`config.mk`:
```
export PLATFORM = sky130hd
export DESIGN_NAME = pipe_arbiter
export DESIGN_NICKNAME = d
export VERILOG_FILES = /design/src/rtl/pipe_arbiter.sv
export SDC_FILE = /design/constraint.sdc
export NUM_CORES = 1
export LEC_CHECK = 0
export CAP_MARGIN = 20
export CORE_MARGIN = 2
export CORE_UTILIZATION = 44
export CTS_BUF_LIST = sky130_fd_sc_hd__clkbuf_8 sky130_fd_sc_hd__clkbuf_16
export CTS_CLUSTER_SIZE = 20
export DETAILED_ROUTE_END_ITERATION = 10
export PLACE_DENSITY = 0.86
export SLEW_MARGIN = 20
export SYNTH_ARGS = -nofsm -noshare
export SYNTH_HDL_FRONTEND = slang
export SYNTH_SLANG_ARGS = --single-unit
```
`constraint.sdc`:
```
create_clock -name clk_in -period 2.16 [get_ports clk_in]
set_clock_uncertainty 0.15 [all_clocks]
set_input_delay 0.216 -clock clk_in [delete_from_list [all_inputs] [get_ports clk_in]]
set_output_delay 0.216 -clock clk_in [all_outputs]
set_load 0.01 [all_outputs]
```
`src/rtl/pipe_arbiter.sv`:
```
// Round-robin arbiter that issues requests into a fixed-latency external datapath.
// Results return through a credit-limited show-ahead FIFO, tagged with the requester id.
module pipe_arbiter #(
  parameter int  NUM_REQ    = 4,
  parameter int  WIDTH      = 8,
  parameter int  LATENCY    = 3,
  parameter int  FIFO_DEPTH = 4,
  localparam int ID_W       = (NUM_REQ > 1) ? $clog2(NUM_REQ) : 1
) (
  input  logic                     clk_in,
  input  logic                     rst_n_in,
  input  logic [NUM_REQ-1:0]       req_valid_in,
  input  logic [NUM_REQ*WIDTH-1:0] req_data_in,
  output logic [NUM_REQ-1:0]       req_ready_out,
  output logic                     dp_valid_out,
  output logic [WIDTH-1:0]         dp_data_out,
  input  logic [WIDTH-1:0]         dp_data_in,
  output logic                     res_valid_out,
  input  logic                     res_ready_in,
  output logic [WIDTH-1:0]         res_data_out,
  output logic [ID_W-1:0]          res_id_out,
  output logic                     busy_out
);

  localparam int PTR_W = (FIFO_DEPTH > 1) ? $clog2(FIFO_DEPTH) : 1;
  localparam int CNT_W = $clog2(FIFO_DEPTH + 1);
  localparam logic [CNT_W-1:0] DEPTH_C  = CNT_W'(FIFO_DEPTH);
  localparam logic [PTR_W-1:0] PTR_LAST = PTR_W'(FIFO_DEPTH - 1);
  localparam logic [ID_W-1:0]  LAST_REQ = ID_W'(NUM_REQ - 1);

  logic [ID_W-1:0]  last_grant;
  logic [CNT_W-1:0] used;
  logic             found;
  logic [ID_W-1:0]  winner;
  logic             issue;
  logic             push;
  logic             pop;

  logic             tag_vld_p [LATENCY];
  logic [ID_W-1:0]  tag_id_p  [LATENCY];

  logic [WIDTH-1:0] fifo_data [FIFO_DEPTH];
  logic [ID_W-1:0]  fifo_id   [FIFO_DEPTH];
  logic [PTR_W-1:0] wr_ptr;
  logic [PTR_W-1:0] rd_ptr;
  logic [CNT_W-1:0] fifo_cnt;

  function automatic logic [PTR_W-1:0] ptr_inc(input logic [PTR_W-1:0] p);
    return (p == PTR_LAST) ? '0 : p + PTR_W'(1);
  endfunction

  // Issue stage: round-robin search beginning one past the last grant
  always_comb begin
    found  = 1'b0;
    winner = '0;
    for (int off = 1; off <= NUM_REQ; off++) begin
      for (int i = 0; i < NUM_REQ; i++) begin
        if (!found && req_valid_in[i] &&
            last_grant == ID_W'((i + NUM_REQ - off) % NUM_REQ)) begin
          found  = 1'b1;
          winner = ID_W'(i);
        end
      end
    end
  end

  // A pop this cycle only frees its credit on the following cycle.
  assign issue        = rst_n_in && found && (used < DEPTH_C);
  assign dp_valid_out = issue;

  always_comb begin
    req_ready_out = '0;
    dp_data_out   = '0;
    for (int i = 0; i < NUM_REQ; i++) begin
      if (issue && winner == ID_W'(i)) begin
        req_ready_out[i] = 1'b1;
        dp_data_out      = req_data_in[i*WIDTH +: WIDTH];
      end
    end
  end

  always_ff @(posedge clk_in or negedge rst_n_in) begin
    if (!rst_n_in) begin
      last_grant <= LAST_REQ;
    end else if (issue) begin
      last_grant <= winner;
    end
  end

  always_ff @(posedge clk_in or negedge rst_n_in) begin
    if (!rst_n_in) begin
      used <= '0;
    end else if (issue && !pop) begin
      used <= used + CNT_W'(1);
    end else if (!issue && pop) begin
      used <= used - CNT_W'(1);
    end
  end

  // Tag stages: {valid, id} tracks each issue through the datapath latency
  always_ff @(posedge clk_in or negedge rst_n_in) begin
    if (!rst_n_in) begin
      for (int i = 0; i < LATENCY; i++) tag_vld_p[i] <= 1'b0;
    end else begin
      tag_vld_p[0] <= issue;
      for (int i = 1; i < LATENCY; i++) tag_vld_p[i] <= tag_vld_p[i-1];
    end
  end

  always_ff @(posedge clk_in) begin
    tag_id_p[0] <= winner;
    for (int i = 1; i < LATENCY; i++) tag_id_p[i] <= tag_id_p[i-1];
  end

  // Result stage: push on a valid tag tail, show-ahead pop at the head
  assign push = tag_vld_p[LATENCY-1];
  assign pop  = res_valid_out && res_ready_in;

  always_ff @(posedge clk_in or negedge rst_n_in) begin
    if (!rst_n_in) begin
      wr_ptr   <= '0;
      rd_ptr   <= '0;
      fifo_cnt <= '0;
    end else begin
      if (push) wr_ptr <= ptr_inc(wr_ptr);
      if (pop)  rd_ptr <= ptr_inc(rd_ptr);
      if (push && !pop) begin
        fifo_cnt <= fifo_cnt + CNT_W'(1);
      end else if (!push && pop) begin
        fifo_cnt <= fifo_cnt - CNT_W'(1);
      end
    end
  end

  // Push-while-full overwrites the head slot exactly as it is popped.
  always_ff @(posedge clk_in) begin
    if (push) begin
      fifo_data[wr_ptr] <= dp_data_in;
      fifo_id[wr_ptr]   <= tag_id_p[LATENCY-1];
    end
  end

  assign res_valid_out = (fifo_cnt != '0);
  assign res_data_out  = res_valid_out ? fifo_data[rd_ptr] : '0;
  assign res_id_out    = res_valid_out ? fifo_id[rd_ptr]   : '0;
  assign busy_out      = (used != '0);

endmodule

```
==> tab_implementation.tex <==
\begin{tabular}{lr}
\hline
Metric & Value \\
\hline
\multicolumn{2}{l}{\textbf{GRT}} \\
\quad Vias in the first global route & about 2200 \\
\quad Largest net degree at the start of global routing & 16 \\
\quad Grt total ovfl & 0 \\
\quad GRT Util Overall & between 10\% and 20\% \\
\quad Initial antenna violation count & 0 \\
\quad Global-route wire length before repair & 10580 microns \\
\multicolumn{2}{l}{\textbf{Synthesis}} \\
\quad Leading area contributor after synthesis & sky130\_fd\_sc\_hd\_\_edfxtp\_1 \\
\quad Proportion of synthesized chip area in sequential cells & between 50\% and 60\% \\
\quad FFs w/ async S/R, synth & around a quarter \\
\quad Share of synthesized area spent on multiplexers & a little under a tenth \\
\quad Most repeated cell in the gate-level netlist after synthesis & sky130\_fd\_sc\_hd\_\_edfxtp\_1 \\
\quad Simple-gate portion of the synthesized area & a little under an eighth \\
\quad Flip-flop and latch count after synthesis & 61 \\
\quad Count of flip-flops with a built-in enable after synthesis & 40 \\
\quad Post-Synth Adder-Cell Area & roughly 4.5\% \\
\quad Share of the synthesized area in compound gates (AO/OA/AOI/OAI) & 10.25\% \\
\quad Count of warnings emitted by yosys & 0 \\
\quad Largest family of logic cells by synthesized area & simple AND/OR/NAND/NOR gates \\
\quad Top\_reg\_cell synth & sky130\_fd\_sc\_hd\_\_edfxtp\_1 \\
\quad Top cell type's share of synthesized area & a little over two fifths \\
\quad Netlist area before placement & around 2900 sq um \\
\quad Synthesized area per cell & approximately 15 sq um \\
\quad Synthesized netlist cell count & 191 \\
\quad Count of different cell masters after synthesis & 43 \\
\quad Synth cell count leaders & sky130\_fd\_sc\_hd\_\_edfxtp\_1 (40), sky130\_fd\_sc\_hd\_\_and2\_1 (15), sky130\_fd\_sc\_hd\_\_dfrtp\_1 (13) \\
\quad Net Count, Synth & 247 \\
\quad Ranking of synthesized cells by area & sky130\_fd\_sc\_hd\_\_edfxtp\_1 (42\%), sky130\_fd\_sc\_hd\_\_dfrtp\_1 (11\%), sky130\_fd\_sc\_hd\_\_mux4\_2 (7.9\%), sky130\_fd\_sc\_hd\_\_dfxtp\_1 (4.2\%), sky130\_fd\_sc\_hd\_\_and2\_1 (3.3\%) \\
\quad Xor/xnor cell area share of the yosys netlist & between 1.5 and 2\% \\
\multicolumn{2}{l}{\textbf{Setup path}} \\
\quad Path type of the worst setup path & register to output pin \\
\quad Critical path peak fanout & 7 \\
\quad Required time of the worst setup path & between 1500 and 2000 ps \\
\quad Crit Reg-Reg Endpoint & used[2]\$\_DFFE\_PN0P\_ \\
\quad Worst Setup Start Kind & register \\
\quad Arrival time at the worst endpoint & approximately 2200 ps \\
\quad Depth of the worst register-to-register path & 9 \\
\quad Crit path to & dp\_data\_out[6] \\
\quad Worst setup slack for register-to-register paths & $\sim$20 ps \\
\quad First element of the critical path & last\_grant[0]\$\_DFFE\_PN1P\_ \\
\quad Critical path capture point type & output pin \\
\quad Crit Reg-Reg Startpoint & used[2]\$\_DFFE\_PN0P\_ \\
\multicolumn{2}{l}{\textbf{Power}} \\
\quad Share of total power in the clock network & 16.8\% \\
\quad Sequential Power Share & 31.2\% \\
\quad Internal power & just under 4 mW \\
\quad Areal power density over the cells & about 1300 nW/um\^{}2 \\
\quad Relative contribution of combinational cells to total power & a little over half \\
\quad Worst IR Drop VDD & 0.7665 mV \\
\quad Switching Share & 32.25\% \\
\quad Power dissipated by switching net loads & roughly 1.9 mW \\
\quad Leak & around 1.8 nW \\
\multicolumn{2}{l}{\textbf{Detailed routing}} \\
\quad Initial DRT Pass Iterations & 4 \\
\quad Drc violations & 0 \\
\quad Via count & between 2000 and 2500 \\
\quad Routed vias/inst & 5.180 \\
\quad Antenna violation net count after detailed routing & 0 \\
\quad Initial DRC count & 66 \\
\quad Final wirelength & $\sim$6700 microns \\
\quad Detail-routed net length per standard cell & roughly 16 microns \\
\multicolumn{2}{l}{\textbf{Worst hold path}} \\
\quad Worst hold path type & register to register \\
\quad Launch point of the worst hold path & tag\_id\_p[0][2]\$\_DFF\_P\_ \\
\multicolumn{2}{l}{\textbf{Clock tree}} \\
\quad Number of clock sinks & 61 \\
\quad Root buffer selected by CTS & sky130\_fd\_sc\_hd\_\_clkbuf\_8 \\
\quad Clock slew seen by the registers of the worst setup and hold paths & about 60 ps \\
\quad H-Tree Depth & 3 \\
\quad Clock tree from TritonCTS & built \\
\quad Clock insertion delay at the later pin of the skew report & $\sim$340 ps \\
\quad TritonCTS Buffers & 9 \\
\quad Longest Clk Path Bufs & 2 \\
\multicolumn{2}{l}{\textbf{Floorplan}} \\
\quad Total die area & $\sim$7100 sq um \\
\quad Number of standard-cell rows in the floorplan & 29 \\
\quad Ports & 72 \\
\quad Core area & 6314 sq um \\
\quad Starting utilization of the core area & 45.22\% \\
\quad Vertical die dimension & approximately 85 microns \\
\quad Width of the chip & approximately 85 microns \\
\multicolumn{2}{l}{\textbf{Placement}} \\
\quad Placed standard-cell area & between 3000 and 4000 sq um \\
\quad RePlAce Congestion & approximately 0.81 \\
\quad Post-placement worst setup slack & -733.8 ps \\
\quad Port bufs & just over 70 \\
\quad Post-DP HPWL & approximately 4300 microns \\
\multicolumn{2}{l}{\textbf{STA}} \\
\quad Worst Hold Slack & 176.1 ps \\
\quad Count of pins over their slew limit & 0 \\
\quad Period minus WS final & between 2000 and 3000 ps \\
\quad Fmax & 393.9 MHz \\
\quad Accumulated negative setup slack & -3740 ps \\
\quad Least setup slack across all paths after layout & -378.7 ps \\
\quad Tcrit/Tclk final & 117.5\% \\
\quad Final hold violations & 0 \\
\quad Least-Margin Pin Slew & around 550 ps \\
\quad Setup repair after global routing missed its margin & yes \\
\quad Final setup violation count & 14 \\
\quad Max-slew headroom & a little over three fifths \\
\multicolumn{2}{l}{\textbf{Final layout}} \\
\quad Fraction of final layout cells with drive strength greater than 1 & a little under half \\
\quad Number of diodes & 0 \\
\quad Nets & 380 \\
\quad Area of the multi-input gates & roughly 1200 sq um \\
\quad Signed area change from the synthesized netlist to the final layout & 55.48\% \\
\quad Fill cells & between 400 and 500 \\
\quad Combined flip-flop and latch cell area & between 1500 and 2000 sq um \\
\quad Post-layout instance area & between 4000 and 5000 sq um \\
\quad Final core area utilization & $\sim$70\% \\
\multicolumn{2}{l}{\textbf{Run status}} \\
\quad Violated checks & negative setup slack \\
\quad Result of the run & finished with violations \\
\multicolumn{2}{l}{\textbf{Job}} \\
\quad Maximum capacitance violations & 0 \\
\hline
\end{tabular}
## power groups by stage
stage	clock [mW]	sequential (mW)	combinational (mW)
floorplan	0	1.74	1.33
global placement	0	1.77	2.25
detailed placement	0	1.80	2.34
CTS	0.983	1.80	2.69
global route	1.04	1.83	3.22
finish	0.967	1.80	3.00
## layout make-up
cell class	count	area share, %
sequential	61	38.33
tap	77	2.170
multi-input combinational	115	27.09
clock buffer	9	2.790
inverter	8	0.7328
clock inverter	7	1.522
timing repair buffer	129	27.37
## cell usage in the layout (no fill, tap or decap), types with 7 or more instances in the layout
cell type and n:
sky130_fd_sc_hd__and2_4 9, sky130_fd_sc_hd__clkdlybuf4s50_1 41, sky130_fd_sc_hd__buf_6 20, sky130_fd_sc_hd__and2_1 7
sky130_fd_sc_hd__nor2_1 7, sky130_fd_sc_hd__mux4_2 10, sky130_fd_sc_hd__edfxtp_1 40, sky130_fd_sc_hd__dfrtp_1 11
sky130_fd_sc_hd__o2bb2ai_1 7, sky130_fd_sc_hd__clkbuf_8 9, sky130_fd_sc_hd__buf_2 12, sky130_fd_sc_hd__dlygate4sd2_1 7
sky130_fd_sc_hd__buf_4 37
## cells by family (layout without fill, tap and decap cells)
| group | count (synthesis) | after routing |
|---|---|---|
| mux | 13 | 13 |
| buf+inv | 16 | 153 |
| fa+ha+maj | 9 | 9 |
| compound gates | 35 | 35 |
| flops | 61 | 61 |
| simple gates | 51 | 52 |
| xor+xnor | 6 | 6 |
## through the flow
step / power [mW] / instances
3_5_place_dp: 4.140 / 359
6_report: 5.768 / 406
4_1_cts: 5.476 / 398
5_1_grt: 6.089 / 406
3_3_place_gp: 4.018 / 359
2_1_floorplan: 3.065 / 191
## worst max-delay path: stages (launching register included)
cell                        delay [ps]
sky130_fd_sc_hd__dfstp_2           370
sky130_fd_sc_hd__buf_6             110
sky130_fd_sc_hd__or3b_4            390
sky130_fd_sc_hd__o311ai_4           90
sky130_fd_sc_hd__buf_6             180
sky130_fd_sc_hd__a41oi_2           110
sky130_fd_sc_hd__buf_6             160
sky130_fd_sc_hd__buf_6             120
sky130_fd_sc_hd__a21oi_2            90
sky130_fd_sc_hd__o2bb2ai_1          80
sky130_fd_sc_hd__buf_2             140
## worst min-delay path by stage
| stage | depth (start not counted) | slack, ps | endpoint |
|---|---|---|---|
| 6_report | 0 | 180 | tag_id_p[0][4]$_DFF_P_ |
| 5_1_grt | 0 | 190 | tag_id_p[0][4]$_DFF_P_ |
| 4_1_cts | 0 | 180 | tag_id_p[0][4]$_DFF_P_ |
| 3_5_place_dp | 0 | 160 | tag_id_p[0][4]$_DFF_P_ |
| 3_3_place_gp | 0 | 160 | tag_id_p[0][4]$_DFF_P_ |
| 2_1_floorplan | 0 | -230 | fifo_cnt[0]$_DFFE_PN0P_ |
## what timing repair did
item / 4_1_cts / 5_1_grt
gates cloned: 3 / 0
gates resized for setup: 131 / 28
hold endpoints to repair: 13 / 0
setup endpoints to repair: 26 / 25
buffers inserted: 19 / 8
hold buffers: 1 / 0
pin swaps: 23 / 20
## flip-flops by register name, indices dropped and copies added (netlist names)
register    cells
fifo_cnt        3
fifo_data      32
fifo_id         8
last_grant      2
push            1
rd_ptr          2
tag_id_p        6
tag_vld_p       2
used            3
wr_ptr          2
## metal layers
layer  routed length [microns]  vias up  global-route usage, %
met5                         0        -                      0
met4                       108        0                  8.802
met3                       367       12                  5.605
met2                      3529       86                  33.21
met1                      2684     1014                  22.80
li1                          -      991                      -
No activity file was read; power rests on OpenSTA's default activity.
